===== config.mk =====
export PLATFORM = sky130hd
export DESIGN_NAME = multicycle_controller_flat
export DESIGN_NICKNAME = d
export VERILOG_FILES = /design/src/rtl/cpu_pkg.sv /design/src/rtl/multicycle_controller_if.sv /design/src/rtl/multicycle_controller_decode.sv /design/src/rtl/multicycle_controller.sv /design/src/flat_wrapper.sv
export SDC_FILE = /design/constraint.sdc
export NUM_CORES = 1
export LEC_CHECK = 0
export BUFFER_PORTS_ARGS = -buffer_cell sky130_fd_sc_hd__buf_2
export CELL_PAD_IN_SITES_DETAIL_PLACEMENT = 0
export CELL_PAD_IN_SITES_GLOBAL_PLACEMENT = 1
export CORE_ASPECT_RATIO = 1.4
export CORE_UTILIZATION = 38
export CTS_BUF_LIST = sky130_fd_sc_hd__clkbuf_4
export DETAILED_ROUTE_END_ITERATION = 12
export PLACE_DENSITY = 0.94
export SYNTH_ARGS = -nofsm -noshare
export SYNTH_HDL_FRONTEND = slang
export SYNTH_SLANG_ARGS = --single-unit

===== constraint.sdc =====
create_clock -name clk -period 3.98 [get_ports clk]
set_input_delay 0.199 -clock clk [delete_from_list [all_inputs] [get_ports clk]]
set_output_delay 0.199 -clock clk [all_outputs]
set_load 0.005 [all_outputs]

===== src/rtl/cpu_pkg.sv =====
// rtl/cpu_pkg.sv - shared opcodes, states and instruction field positions
package cpu_pkg;

   localparam int CPU_DATA_W = 16;
   localparam int CPU_ADDR_W = 16;

   localparam logic [3:0] OP_LOADI = 4'b1000;
   localparam logic [3:0] OP_BEQZ  = 4'b1001;
   localparam logic [3:0] OP_JMP   = 4'b1010;
   localparam logic [3:0] OP_HALT  = 4'b1111;

   localparam int OP_HI    = 15;
   localparam int OP_LO    = 12;
   localparam int ALU_HI   = 14;
   localparam int ALU_LO   = 12;
   localparam int RD_HI    = 11;
   localparam int RD_LO    = 9;
   localparam int RS1_HI   = 8;
   localparam int RS1_LO   = 6;
   localparam int RS2_HI   = 5;
   localparam int RS2_LO   = 3;
   localparam int IMM9_HI  = 8;
   localparam int OFF12_HI = 11;

   typedef enum logic [2:0] {
      S_FETCH,
      S_DECODE,
      S_EXECUTE,
      S_WRITEBACK,
      S_HALT
   } state_t;

endpackage


===== src/rtl/multicycle_controller_if.sv =====
// rtl/multicycle_controller_if.sv - instruction-memory req/ack fetch bus
interface multicycle_controller_if
   import cpu_pkg::*;
#(
   parameter int DATA_W = CPU_DATA_W,
   parameter int ADDR_W = CPU_ADDR_W
);
   logic              imem_req;
   logic [ADDR_W-1:0] imem_addr;
   logic              imem_ack;
   logic [DATA_W-1:0] imem_rdata;

   modport master (
      output imem_req,
      output imem_addr,
      input  imem_ack,
      input  imem_rdata
   );

   modport slave (
      input  imem_req,
      input  imem_addr,
      output imem_ack,
      output imem_rdata
   );
endinterface


===== src/rtl/multicycle_controller_decode.sv =====
// rtl/multicycle_controller_decode.sv - combinational IR field and class decode
module instr_decode
   import cpu_pkg::*;
#(
   parameter int DATA_W = CPU_DATA_W
) (
   input  logic [DATA_W-1:0] i_ir,
   output logic [2:0]        o_read_reg1,
   output logic [2:0]        o_read_reg2,
   output logic [2:0]        o_write_reg,
   output logic [2:0]        o_alu_op,
   output logic              o_wb_sel,
   output logic [DATA_W-1:0] o_imm_out,
   output logic              o_is_rtype,
   output logic              o_is_loadi,
   output logic              o_is_beqz,
   output logic              o_is_jmp,
   output logic              o_is_halt,
   output logic              o_is_nop
);
   logic [3:0] w_op;

   // Opcode classes; anything with the top bit set that is not a named op is a NOP
   always_comb begin
      w_op       = i_ir[OP_HI:OP_LO];
      o_is_rtype = ~w_op[3];
      o_is_loadi = (w_op == OP_LOADI);
      o_is_beqz  = (w_op == OP_BEQZ);
      o_is_jmp   = (w_op == OP_JMP);
      o_is_halt  = (w_op == OP_HALT);
      o_is_nop   = w_op[3] & ~(o_is_loadi | o_is_beqz | o_is_jmp | o_is_halt);
   end

   // Register indices and datapath controls follow the IR in every state
   always_comb begin
      o_read_reg1 = o_is_beqz ? i_ir[RD_HI:RD_LO] : i_ir[RS1_HI:RS1_LO];
      o_read_reg2 = i_ir[RS2_HI:RS2_LO];
      o_write_reg = i_ir[RD_HI:RD_LO];
      o_alu_op    = i_ir[ALU_HI:ALU_LO];
      o_wb_sel    = o_is_loadi;
      o_imm_out   = {{(DATA_W-IMM9_HI-1){1'b0}}, i_ir[IMM9_HI:0]};
   end
endmodule


===== src/rtl/multicycle_controller.sv =====
// rtl/multicycle_controller.sv - multicycle fetch/decode/control stage with PC
module multicycle_controller
   import cpu_pkg::*;
#(
   parameter int              DATA_W   = CPU_DATA_W,
   parameter int              ADDR_W   = CPU_ADDR_W,
   parameter logic [ADDR_W-1:0] RESET_PC = '0
) (
   input  logic                clk,
   input  logic                rst,
   multicycle_controller_if.master bus,
   input  logic [DATA_W-1:0]   rs1_data,
   output logic [2:0]          ReadReg1,
   output logic [2:0]          ReadReg2,
   output logic [2:0]          WriteReg,
   output logic                reg_write,
   output logic                wb_sel,
   output logic [2:0]          alu_op,
   output logic [DATA_W-1:0]   imm_out,
   output logic                halted
);
   localparam logic [ADDR_W-1:0] PC_ONE = {{(ADDR_W-1){1'b0}}, 1'b1};

   state_t            r_state;
   logic [DATA_W-1:0] r_ir;
   logic [ADDR_W-1:0] r_pc;
   logic              r_req;
   logic              r_reg_write;
   logic              r_halted;

   logic              w_is_rtype;
   logic              w_is_loadi;
   logic              w_is_beqz;
   logic              w_is_jmp;
   logic              w_is_halt;
   logic              w_is_nop;
   logic [ADDR_W-1:0] w_off9;
   logic [ADDR_W-1:0] w_off12;

   instr_decode #(.DATA_W(DATA_W)) u_decode (
      .i_ir        (r_ir),
      .o_read_reg1 (ReadReg1),
      .o_read_reg2 (ReadReg2),
      .o_write_reg (WriteReg),
      .o_alu_op    (alu_op),
      .o_wb_sel    (wb_sel),
      .o_imm_out   (imm_out),
      .o_is_rtype  (w_is_rtype),
      .o_is_loadi  (w_is_loadi),
      .o_is_beqz   (w_is_beqz),
      .o_is_jmp    (w_is_jmp),
      .o_is_halt   (w_is_halt),
      .o_is_nop    (w_is_nop)
   );

   // Sign-extended branch/jump offsets, added to the already-incremented PC
   always_comb begin
      w_off9  = {{(ADDR_W-IMM9_HI-1){r_ir[IMM9_HI]}}, r_ir[IMM9_HI:0]};
      w_off12 = {{(ADDR_W-OFF12_HI-1){r_ir[OFF12_HI]}}, r_ir[OFF12_HI:0]};
   end

   assign bus.imem_req  = r_req;
   assign bus.imem_addr = r_pc;
   assign reg_write     = r_reg_write;
   assign halted        = r_halted;

   // Control FSM: req, write strobe and halt flag are set on the transition into their state
   always_ff @(posedge clk) begin
      if (!rst) begin
         r_state     <= S_FETCH;
         r_pc        <= RESET_PC;
         r_ir        <= '0;
         r_req       <= 1'b0;
         r_reg_write <= 1'b0;
         r_halted    <= 1'b0;
      end else begin
         r_reg_write <= 1'b0;
         case (r_state)
            S_FETCH: begin
               if (!r_req) begin
                  // Only reachable straight after reset: raise req, do not accept ack yet
                  r_req <= 1'b1;
               end else if (bus.imem_ack) begin
                  r_ir    <= bus.imem_rdata;
                  r_pc    <= r_pc + PC_ONE;
                  r_req   <= 1'b0;
                  r_state <= S_DECODE;
               end
            end
            S_DECODE: begin
               if (w_is_halt) begin
                  r_halted <= 1'b1;
                  r_state  <= S_HALT;
               end else if (w_is_jmp) begin
                  r_pc    <= r_pc + w_off12;
                  r_req   <= 1'b1;
                  r_state <= S_FETCH;
               end else if (w_is_loadi) begin
                  r_reg_write <= 1'b1;
                  r_state     <= S_WRITEBACK;
               end else if (w_is_nop) begin
                  r_req   <= 1'b1;
                  r_state <= S_FETCH;
               end else begin
                  r_state <= S_EXECUTE;
               end
            end
            S_EXECUTE: begin
               if (w_is_rtype) begin
                  r_reg_write <= 1'b1;
                  r_state     <= S_WRITEBACK;
               end else begin
                  if (w_is_beqz && (rs1_data == '0)) begin
                     r_pc <= r_pc + w_off9;
                  end
                  r_req   <= 1'b1;
                  r_state <= S_FETCH;
               end
            end
            S_WRITEBACK: begin
               r_req   <= 1'b1;
               r_state <= S_FETCH;
            end
            S_HALT: begin
               r_req    <= 1'b0;
               r_halted <= 1'b1;
            end
            default: begin
               r_req   <= 1'b0;
               r_state <= S_FETCH;
            end
         endcase
      end
   end
endmodule

===== src/flat_wrapper.sv =====
// flat-port wrapper written by rule: the top's interface ports become plain ports
module multicycle_controller_flat import cpu_pkg::*;
#(
   parameter int              DATA_W   = CPU_DATA_W,
   parameter int              ADDR_W   = CPU_ADDR_W,
   parameter logic [ADDR_W-1:0] RESET_PC = '0
)
  (clk, rst, rs1_data, ReadReg1, ReadReg2, WriteReg, reg_write, wb_sel, alu_op, imm_out, halted, bus_imem_req, bus_imem_addr, bus_imem_ack, bus_imem_rdata);
  multicycle_controller_if #(.DATA_W(DATA_W), .ADDR_W(ADDR_W)) bus_i ();
  input  logic clk;
  input  logic rst;
  input  logic [DATA_W-1:0] rs1_data;
  output logic [2:0] ReadReg1;
  output logic [2:0] ReadReg2;
  output logic [2:0] WriteReg;
  output logic reg_write;
  output logic wb_sel;
  output logic [2:0] alu_op;
  output logic [DATA_W-1:0] imm_out;
  output logic halted;
  output wire logic [$bits(bus_i.imem_req)-1:0] bus_imem_req;
  output wire logic [$bits(bus_i.imem_addr)-1:0] bus_imem_addr;
  input wire logic [$bits(bus_i.imem_ack)-1:0] bus_imem_ack;
  input wire logic [$bits(bus_i.imem_rdata)-1:0] bus_imem_rdata;
  assign bus_imem_req = bus_i.imem_req;
  assign bus_imem_addr = bus_i.imem_addr;
  assign bus_i.imem_ack = bus_imem_ack;
  assign bus_i.imem_rdata = bus_imem_rdata;
  multicycle_controller #(.DATA_W(DATA_W), .ADDR_W(ADDR_W), .RESET_PC(RESET_PC)) u_core (.clk(clk), .rst(rst), .bus(bus_i), .rs1_data(rs1_data), .ReadReg1(ReadReg1), .ReadReg2(ReadReg2), .WriteReg(WriteReg), .reg_write(reg_write), .wb_sel(wb_sel), .alu_op(alu_op), .imm_out(imm_out), .halted(halted));
endmodule

# After elaboration in Yosys (flattened, before gate mapping)
# Cells that the tools add are included.
[word_totals]
output_inout_bits = 48
in_bits = 35
reg_bits = 38
elab_cells = 73
[op_classes]
n_bitwise = 6
muxes = 31
n_reduce_logical = 10
add_sub_neg = 3
eq_ne = 17
[ops]
columns = ["op", "n"]
rows = [
  ["16-bit 2-to-1 mux", 6],
  ["16-bit one-hot mux with 3 select lines", 1],
  ["16-bit adder", 2],
  ["3-bit 2-to-1 mux", 6],
  ["16-bit by 1-bit adder with 16-bit output, second input constant", 1],
  ["4-bit == test, second input constant", 4],
  ["16-bit logical NOT", 1],
  ["1-bit 2-to-1 mux", 12],
  ["3-bit one-hot mux with 4 select lines", 1],
  ["2-bit != test, second input constant", 4],
  ["7-bit AND reduction", 1],
  ["3-bit by 2-bit == test with 1-bit output, second input constant", 2],
  ["2-bit by 1-bit != test with 1-bit output, second input constant", 3],
  ["3-bit != test, second input constant", 2],
  ["3-bit AND reduction", 2],
  ["2-bit 2-to-1 mux", 2],
  ["1-bit one-hot mux with 2 select lines", 2],
  ["1-bit one-hot mux with 4 select lines", 1],
  ["4-bit AND reduction", 1],
  ["3-bit by 1-bit == test with 1-bit output, second input constant", 1],
  ["3-bit == test, second input constant", 1],
  ["3-bit logical NOT", 1],
  ["1-bit bitwise OR", 3],
  ["3-bit nonzero test", 1],
  ["5 further kinds", 6],
]

# Depth between registers and ports, before layout
# Gate-level depths: netlist of the first run.
[logic_depth]
ltp_word = 11
mapped_depth = 12
mapped_depth_nobuf = 11

# Cells and area by module
# A second synthesis of the first run with hierarchy kept.
[unflattened]
hier_cells = 320
area_unflattened_um2 = 2623.8
[modules_own_cells]
columns = ["module", "cells_per_inst", "seq_area_each_um2", "area_per_inst_um2", "n_inst"]
rows = [
  ["multicycle_controller", 282, 760.7, 2312.2, 1],
  ["instr_decode", 38, 0.0, 311.5, 1],
]

# Worst setup path after synthesis of the first run
# Ideal clock, no wire load.
[synth_timing]
path_kind = "reg-to-reg"
start = "register u_core.r_state[0]"
end = "register u_core.r_pc[14], in the netlist u_core.bus.imem_addr[14]"
arrival_time_ns = 2.854
slack_ns = 1.056
period_less_slack_ns = 2.924
stages_incl_launch_ff = 13
required_time_ns = 3.910
n_path_buf = 1
setup_ns = 0.070
path_cell_list = "dfxtp_1 -> buf_6 -> xnor2_1 -> or3_1 -> ha_1 -> fa_1 -> a21o_1 -> a221oi_1 -> o21a_1 -> o21bai_1 -> mux2i_1 -> or3_1 -> a21boi_1"
[synth_via]
elab_chain_len = 3
word_cells_on_any_way = 12
classes_between = "8 x eq/ne; 1 x mux; 3 x reduce/logical"
[synth_rtl]
columns = ["element", "line_no", "text"]
rows = [
  ["start, declared", "multicycle_controller.sv:24", "state_t r_state;"],
  ["start signal, assigned", "multicycle_controller.sv:70", "r_state <= S_FETCH;"],
  ["start signal, assigned", "multicycle_controller.sv:87", "r_state <= S_DECODE;"],
  ["start signal, assigned", "multicycle_controller.sv:93", "r_state <= S_HALT;"],
  ["3-bit by 2-bit == test with 1-bit output (tied with other cells)", "multicycle_controller.sv:78", "case (r_state)"],
  ["2-bit by 1-bit != test with 1-bit output (no line) (tied with other cells)", "--", ""],
  ["7-bit AND reduction (no line)", "--", ""],
  ["end signal, assigned", "multicycle_controller.sv:85", "r_pc <= r_pc + PC_ONE;"],
  ["end signal, assigned", "multicycle_controller.sv:95", "r_pc <= r_pc + w_off12;"],
  ["end signal, assigned", "multicycle_controller.sv:114", "r_pc <= r_pc + w_off9;"],
  ["end, declared", "multicycle_controller.sv:26", "logic [ADDR_W-1:0] r_pc;"],
]
# Several ways; a longest one is shown, not always the timed one.
# A chain may end at the register's enable or synchronous reset.

# Worst setup path after layout of the first run
# Same ends and word-level chain as after synthesis.

==> results_dict.tcl, run 1 <==
set metrics [dict create \
    required_ns 4.27 \
    gp_congestion 0.849 \
    dieHeight_um 96.9 \
    grt_util_all_layers_pct 16.7 \
    yosys_most_used_dff "sky130_fd_sc_hd__dfxtp_1" \
    max_slew.worst_pin.slew_ns 0.536 \
    numCtsBuffers 5 \
    netlist_instances 295 \
    clkSinkCount 38 \
    yosys-top-cells-area "sky130_fd_sc_hd__dfxtp_1 (31%), sky130_fd_sc_hd__buf_4 (7.7%), sky130_fd_sc_hd__nand2_1 (6.3%), sky130_fd_sc_hd__ha_1 (5.6%), sky130_fd_sc_hd__a21oi_1 (4.9%)" \
    drt_pre_antenna_iters 4 \
    grt_setup_unrepaired "false" \
    setup_skew_after_layout_ns 0.00304 \
    power.switching_fraction_pct 38.8 \
    power-per-cell-area_nw_per_um2 406 \
    layout.cells.most_common "sky130_fd_sc_hd__buf_2" \
    ys_ff_latch 38 \
    postRouteWirelength_um 5400 \
    timing_hold_violations_final 0 \
    core_um2 6210 \
    final_max_slew_viol_count 0 \
    crit_arrival_ns 3.62 \
    cts_root_buf "sky130_fd_sc_hd__clkbuf_4" \
    grt_max_degree 32 \
    globalRoute.totalOverflow 0 \
    time_the_worst_path_needs_with_i_o_delays_and_setup_ns 3.33 \
    finish.net_count 395 \
    place_hpwl_um 4200 \
    cts_tree "built" \
    routed_via_density 5.00 \
    area_delta_synth_final_pct 12.3 \
    synth_largest_area_cell "sky130_fd_sc_hd__dfxtp_1" \
    synth_enable_flop_cells 0 \
    leakage_nw 1.27 \
    cap_violations 0 \
    internal_power_mw 0.683 \
    vias_in_the_first_global_route 2054 \
    floorplan.initialDensity_pct 39.3 \
    drtIter0Drc 71 \
    share_of_the_clock_period_used_by_the_worst_path_after_layout_pct 83.6 \
    synth.lib_cells_used.distinct 46 \
    drive_gt1_share_pct 27.0 \
    post_drt_wl_per_cell_um 12.9 \
    seq_power_share_pct 44.7 \
    die_area_um2 6760 \
    max_freq_mhz 300 \
    post_cts_resize_count 0 \
    timing.hold.worst.class "input port to flip-flop" \
    clk_pin_slew_worst_paths_ns 0.12 \
    floorplan.die.width_um 69.8 \
    postCtsHoldBufs 0 \
    ys_seq_area_share_pct 31.1 \
    ffs_w_async_s_r_synth_pct 0 \
    clk_path_buf_depth 2 \
    whs_ns 0.0779 \
    net-switching-power_mw 0.433 \
    syn_area_um2 2440 \
    num_vias 2099 \
    core.rowCount 34 \
    slew_headroom_pct 64.3 \
    reg2reg_slack_ns 0.65 \
    remaining_drc_errors 0 \
    post-synth-top-area-fraction_pct 31.1 \
    h-tree-depth 2 \
    setup_viol 0 \
    critPathMaxFanout 13 \
    grt_pass1_wl_um 9290 \
    post-cts-setup-buffer-count 0 \
    ios 83 \
    post-route-util_pct 44.2 \
    clock_power_share_pct 18.3 \
    grt_antenna_before_repair 0 \
    final_cell_mix "sky130_fd_sc_hd__buf_2 (75), sky130_fd_sc_hd__nand2_1 (41), sky130_fd_sc_hd__dfxtp_1 (38)" \
    setup.worst_path.end_class "flip-flop" \
    antennaDiodeCount 0 \
    worstSetupStartpointType "flip-flop" \
    ir_drop_v 0.000239 \
    ys.warnings.count 0 \
    final.setup.tns_ns 0 \
    syn-mean-instance-area_um2 8.28 \
    run_status "finished, final reports clean" \
    antenna_left 0 \
    comb_power_share_pct 37.0 \
    io_buffer_count 75 \
    insertion_delay_ns 0.34 \
    path_class "flip-flop to flip-flop" \
]
## final timing paths
kind / from / end / depth (start not counted)
max: u_core.r_state[0] / u_core.bus.imem_addr[14] / 11
min: bus_imem_rdata[3] / u_core.r_ir[3] / 3
max reg2reg: u_core.r_state[0] / u_core.bus.imem_addr[14] / 11
min reg2reg: u_core.r_ir[3] / u_core.r_ir[3] / 2
## synthesized netlist by cell type (2+ instances only)
cell type and count:
sky130_fd_sc_hd__a21boi_0 15, sky130_fd_sc_hd__a21boi_1 4, sky130_fd_sc_hd__a21o_1 5, sky130_fd_sc_hd__a21oi_1 24, sky130_fd_sc_hd__a31oi_1 2, sky130_fd_sc_hd__and2_1 11
sky130_fd_sc_hd__and3_1 2, sky130_fd_sc_hd__buf_2 2, sky130_fd_sc_hd__buf_4 25, sky130_fd_sc_hd__buf_6 2, sky130_fd_sc_hd__clkbuf_1 7, sky130_fd_sc_hd__dfxtp_1 38
sky130_fd_sc_hd__ha_1 11, sky130_fd_sc_hd__inv_1 2, sky130_fd_sc_hd__mux2_2 4, sky130_fd_sc_hd__mux2i_1 6, sky130_fd_sc_hd__nand2_1 41, sky130_fd_sc_hd__nand2b_1 3
sky130_fd_sc_hd__nand3_1 10, sky130_fd_sc_hd__nand3b_1 3, sky130_fd_sc_hd__nor2_1 18, sky130_fd_sc_hd__nor2b_1 8, sky130_fd_sc_hd__nor3_1 3, sky130_fd_sc_hd__nor4_1 4
sky130_fd_sc_hd__o21a_1 2, sky130_fd_sc_hd__o21ai_0 6, sky130_fd_sc_hd__o21bai_1 2, sky130_fd_sc_hd__or2_2 2, sky130_fd_sc_hd__or3_1 6, sky130_fd_sc_hd__xnor2_1 6
sky130_fd_sc_hd__xor2_1 6
## metrics by stage
| step | std cells | power (mW) | setup slack [ns] | instance area (um^2) |
|---|---|---|---|---|
| 2_1_floorplan | 301 | 0.851 | 1.06 | 2470 |
| 3_3_place_gp | 413 | 0.915 | 0.819 | 2690 |
| 3_5_place_dp | 413 | 0.925 | 0.711 | 2690 |
| 4_1_cts | 420 | 1.13 | 0.672 | 2750 |
| 5_1_grt | 420 | 1.20 | 0.390 | 2750 |
| 6_report | 420 | 1.12 | 0.651 | 2750 |
## layout make-up
class	count	area, um^2
clock buffer	6	45.0
multi-input combinational	225	1450
clock inverter	1	7.51
sequential	38	761
inverter	2	7.51
tap	72	90.1
timing repair buffer	76	383
fill	637	3470
## worst max-delay path, cell delays in order (launching register included)
cell and delay, ns:
sky130_fd_sc_hd__dfxtp_1 0.57, sky130_fd_sc_hd__xnor2_1 0.17, sky130_fd_sc_hd__or3_1 0.33, sky130_fd_sc_hd__ha_1 0.22, sky130_fd_sc_hd__fa_1 0.41, sky130_fd_sc_hd__a21o_1 0.22
sky130_fd_sc_hd__a221oi_1 0.38, sky130_fd_sc_hd__o21a_1 0.22, sky130_fd_sc_hd__o21bai_1 0.13, sky130_fd_sc_hd__mux2i_1 0.16, sky130_fd_sc_hd__or3_1 0.34, sky130_fd_sc_hd__a21boi_1 0.13
## power by group through the flow
| stage | registers (mW) | logic (mW) | clock network [mW] |
|---|---|---|---|
| after floorplan | 0.475 | 0.376 | 0 |
| after global placement | 0.505 | 0.410 | 0 |
| after detailed placement | 0.509 | 0.415 | 0 |
| after CTS | 0.500 | 0.418 | 0.209 |
| after global routing | 0.511 | 0.468 | 0.225 |
| final | 0.499 | 0.412 | 0.204 |
## sequential cells by signal, summed over array words and instances (netlist names)
register              cells
u_core.bus.imem_addr     16
u_core.r_ir              16
u_core.r_state            3
u_core.bus.imem_req       1
u_core.halted             1
u_core.reg_write          1
## cell families (layout without fill, tap and decap cells)
group                    after synthesis  count (layout)  share of synthesized area (%)
buffers and inverters                 38              85                           10.4
AO/OA/AOI/OAI                         66              66                           18.3
XOR/XNOR                              12              12                           4.30
multiplexers                          10              10                           4.30
AND/OR/NAND/NOR                      118             118                           24.9
flip-flops                            38              38                           31.1
adder cells (fa/ha/maj)               12              12                           6.45
other                                  1               7                          0.153
## metal layers
metal	wire length (um)	track usage, %
met5	0	0
met2	2740	28.8
met4	151	8.00
met1	2330	20.0
met3	186	2.40
(Power assumes the default switching activity.)
==> run 2, diff against run 1 <==
--- a/config.mk
+++ b/config.mk
@@ -9,10 +9,10 @@
 export CELL_PAD_IN_SITES_DETAIL_PLACEMENT = 0
 export CELL_PAD_IN_SITES_GLOBAL_PLACEMENT = 1
 export CORE_ASPECT_RATIO = 1.4
-export CORE_UTILIZATION = 38
+export CORE_UTILIZATION = 34
 export CTS_BUF_LIST = sky130_fd_sc_hd__clkbuf_4
 export DETAILED_ROUTE_END_ITERATION = 12
-export PLACE_DENSITY = 0.94
+export PLACE_DENSITY = 0.9
 export SYNTH_ARGS = -nofsm -noshare
 export SYNTH_HDL_FRONTEND = slang
 export SYNTH_SLANG_ARGS = --single-unit
==> constraint.sdc (replaced) <==
create_clock -name clk -period 2.75 [get_ports clk]
set_input_delay 0.1375 -clock clk [delete_from_list [all_inputs] [get_ports clk]]
set_output_delay 0.1375 -clock clk [all_outputs]
set_load 0.005 [all_outputs]
==> results_dict.tcl, run 2 (synthesis gave the netlist of run 1 again) <==
set metrics [dict create \
    run_status "finished, violations left" \
    failed_checks "negative setup slack" \
    remaining_drc_errors 0 \
    layout.cells.non_filler 460 \
    dp.cells 447 \
    postCtsHoldBufs 0 \
    layout.cells.most_common "sky130_fd_sc_hd__buf_2" \
    num_vias 2198 \
    critical_path.cell_chain "xnor2_2 > or3_4 > ha_4 > fa_2 > a21o_1 > a221oi_2 > o21a_1 > o21bai_2 > mux2i_1 > or3_1 > a21boi_1" \
    numCtsBuffers 5 \
    vias_in_the_first_global_route 2037 \
    final_max_slew_viol_count 0 \
    post-layout-total-power_mw 1.72 \
    timing_hold_violations_final 0 \
    met2_routed_wl_um 3190 \
    net-switching-power_mw 0.660 \
    dieHeight_um 102 \
    h-tree-depth 2 \
    finish.net_count 413 \
    max_stage_delay_ns 0.35 \
    postRouteWirelength_um 5980 \
    grt_pass1_wl_um 9300 \
    leakage_nw 1.37 \
    globalRoute.totalOverflow 0 \
    routed_via_density 4.78 \
    critPathMaxFanout 3 \
    final.setup.worst_slack_ns -0.0812 \
    critPathSlowestCell "sky130_fd_sc_hd__dfxtp_2" \
    clkSinkCount 38 \
    path_class "flip-flop to flip-flop" \
    io_buffer_count 75 \
    die_area_um2 7540 \
    drt_pre_antenna_iters 4 \
    setup.worst_path.end_class "flip-flop" \
    final.setup.tns_ns -0.178 \
    antenna_left 0 \
    clk_pin_slew_worst_paths_ns 0.12 \
    floorplan.die.width_um 73.7 \
    worstSetupStartpointType "flip-flop" \
    core.rowCount 36 \
    highest_layer "met4" \
    max_freq_mhz 353 \
    cts_root_buf "sky130_fd_sc_hd__clkbuf_4" \
    grt_util_all_layers_pct 15.7 \
    seq_power_share_pct 40.5 \
    grt_setup_unrepaired "true" \
    critical_path.top_delay_family "compound AO/OA/AOI/OAI gates" \
    drtIter0Drc 58 \
    nFillCells 751 \
    timing.hold.worst.class "input port to flip-flop" \
    setup_skew_after_layout_ns 0.0145 \
    time_the_worst_path_needs_with_i_o_delays_and_setup_ns 2.83 \
    gp_congestion 0.827 \
    grt_antenna_before_repair 0 \
    cts_tree "built" \
    required_ns 3.04 \
    core_um2 6940 \
    power.switching_fraction_pct 38.4 \
    grt_max_degree 32 \
    comb_power_share_pct 43.7 \
    power-per-cell-area_nw_per_um2 578 \
    ir_drop_v 0.000253 \
    final_cell_mix "sky130_fd_sc_hd__buf_2 (75), sky130_fd_sc_hd__nand2_1 (41), sky130_fd_sc_hd__dfxtp_1 (37)" \
    m1WireLength_um 2500 \
    clk_path_buf_depth 2 \
    internal_power_mw 1.06 \
    ios 83 \
    cap_violations 0 \
    area_delta_synth_final_pct 21.8 \
    post_drt_wl_per_cell_um 13.0 \
    multiInputGateArea_um2 1530 \
    clock_power_share_pct 15.7 \
    setup_viol 3 \
    post-route-util_pct 42.9 \
    max_slew.worst_pin.slew_ns 0.558 \
    place_hpwl_um 4440 \
    ff_latch_area_um2 762 \
    insertion_delay_ns 0.35 \
    whs_ns 0.0279 \
    drive_gt1_share_pct 34.2 \
    floorplan.initialDensity_pct 35.2 \
    met3WireLength_um 218 \
    crit_arrival_ns 3.12 \
    slew_headroom_pct 62.8 \
    antennaDiodeCount 0 \
    share_of_the_clock_period_used_by_the_worst_path_after_layout_pct 103 \
    worstPathBufferInverterCount 0 \
]
## run 2: repair_timing
item | in CTS | in global routing
gates resized for setup | 3 | 9
gates cloned | 0 | 0
endpoints found under the hold margin | 0 | 0
endpoints found under the setup margin | 3 | 7
setup buffers | 1 | 6
pin swaps | 3 | 6
## run 2: path summary, 6_finish.rpt
path | start | to | slack (ns) | cells after the start
worst max-delay path | u_core.r_state[0] | u_core.bus.imem_addr[14] | -0.08 | 11
worst min-delay path | bus_imem_rdata[3] | u_core.r_ir[3] | 0.03 | 3
worst max register to register | u_core.r_state[0] | u_core.bus.imem_addr[14] | -0.08 | 11
worst min register to register | u_core.r_ir[1] | u_core.r_ir[1] | 0.48 | 2
## run 2: routing by layer
metal  global-route usage (%)  vias to the layer above
li1                         -                     1127
met1                     17.3                     1016
met2                     30.1                       49
met3                     2.37                        6
met4                     4.88                        0
met5                        0                        -
## run 2: power by group through the flow
stage | clock network, mW | logic, mW | registers [mW]
3_3_place_gp | 0 | 0.693 | 0.705
5_1_grt | 0.303 | 0.839 | 0.709
2_1_floorplan | 0 | 0.558 | 0.689
3_5_place_dp | 0 | 0.706 | 0.709
6_report | 0.270 | 0.752 | 0.697
4_1_cts | 0.283 | 0.714 | 0.696
## run 2: layout make-up
cell class	instances	share of cell area, %
clock inverters	1	0.126
inverters	2	0.252
clock buffers	5	1.26
repair buffers	94	17.4
well taps	95	3.99
flip-flops and latches	38	25.6
multi-input cells	225	51.4
## run 2: metrics by stage
stage	cell area, um^2	worst slack, ns
after global routing	2980	-0.166
after CTS	2890	-0.0233
final	2980	-0.0812
after global placement	2820	0.00143
after detailed placement	2820	-0.0619
after floorplan	2490	-0.0500
## run 2: worst reg2reg max path, stage by stage (launching register included)
cell                       delay (ns)
sky130_fd_sc_hd__dfxtp_2         0.35
sky130_fd_sc_hd__xnor2_2         0.14
sky130_fd_sc_hd__or3_4           0.34
sky130_fd_sc_hd__ha_4            0.17
sky130_fd_sc_hd__fa_2            0.34
sky130_fd_sc_hd__a21o_1          0.19
sky130_fd_sc_hd__a221oi_2        0.34
sky130_fd_sc_hd__o21a_1          0.21
sky130_fd_sc_hd__o21bai_2        0.10
sky130_fd_sc_hd__mux2i_1         0.13
sky130_fd_sc_hd__or3_1           0.32
sky130_fd_sc_hd__a21boi_1        0.14
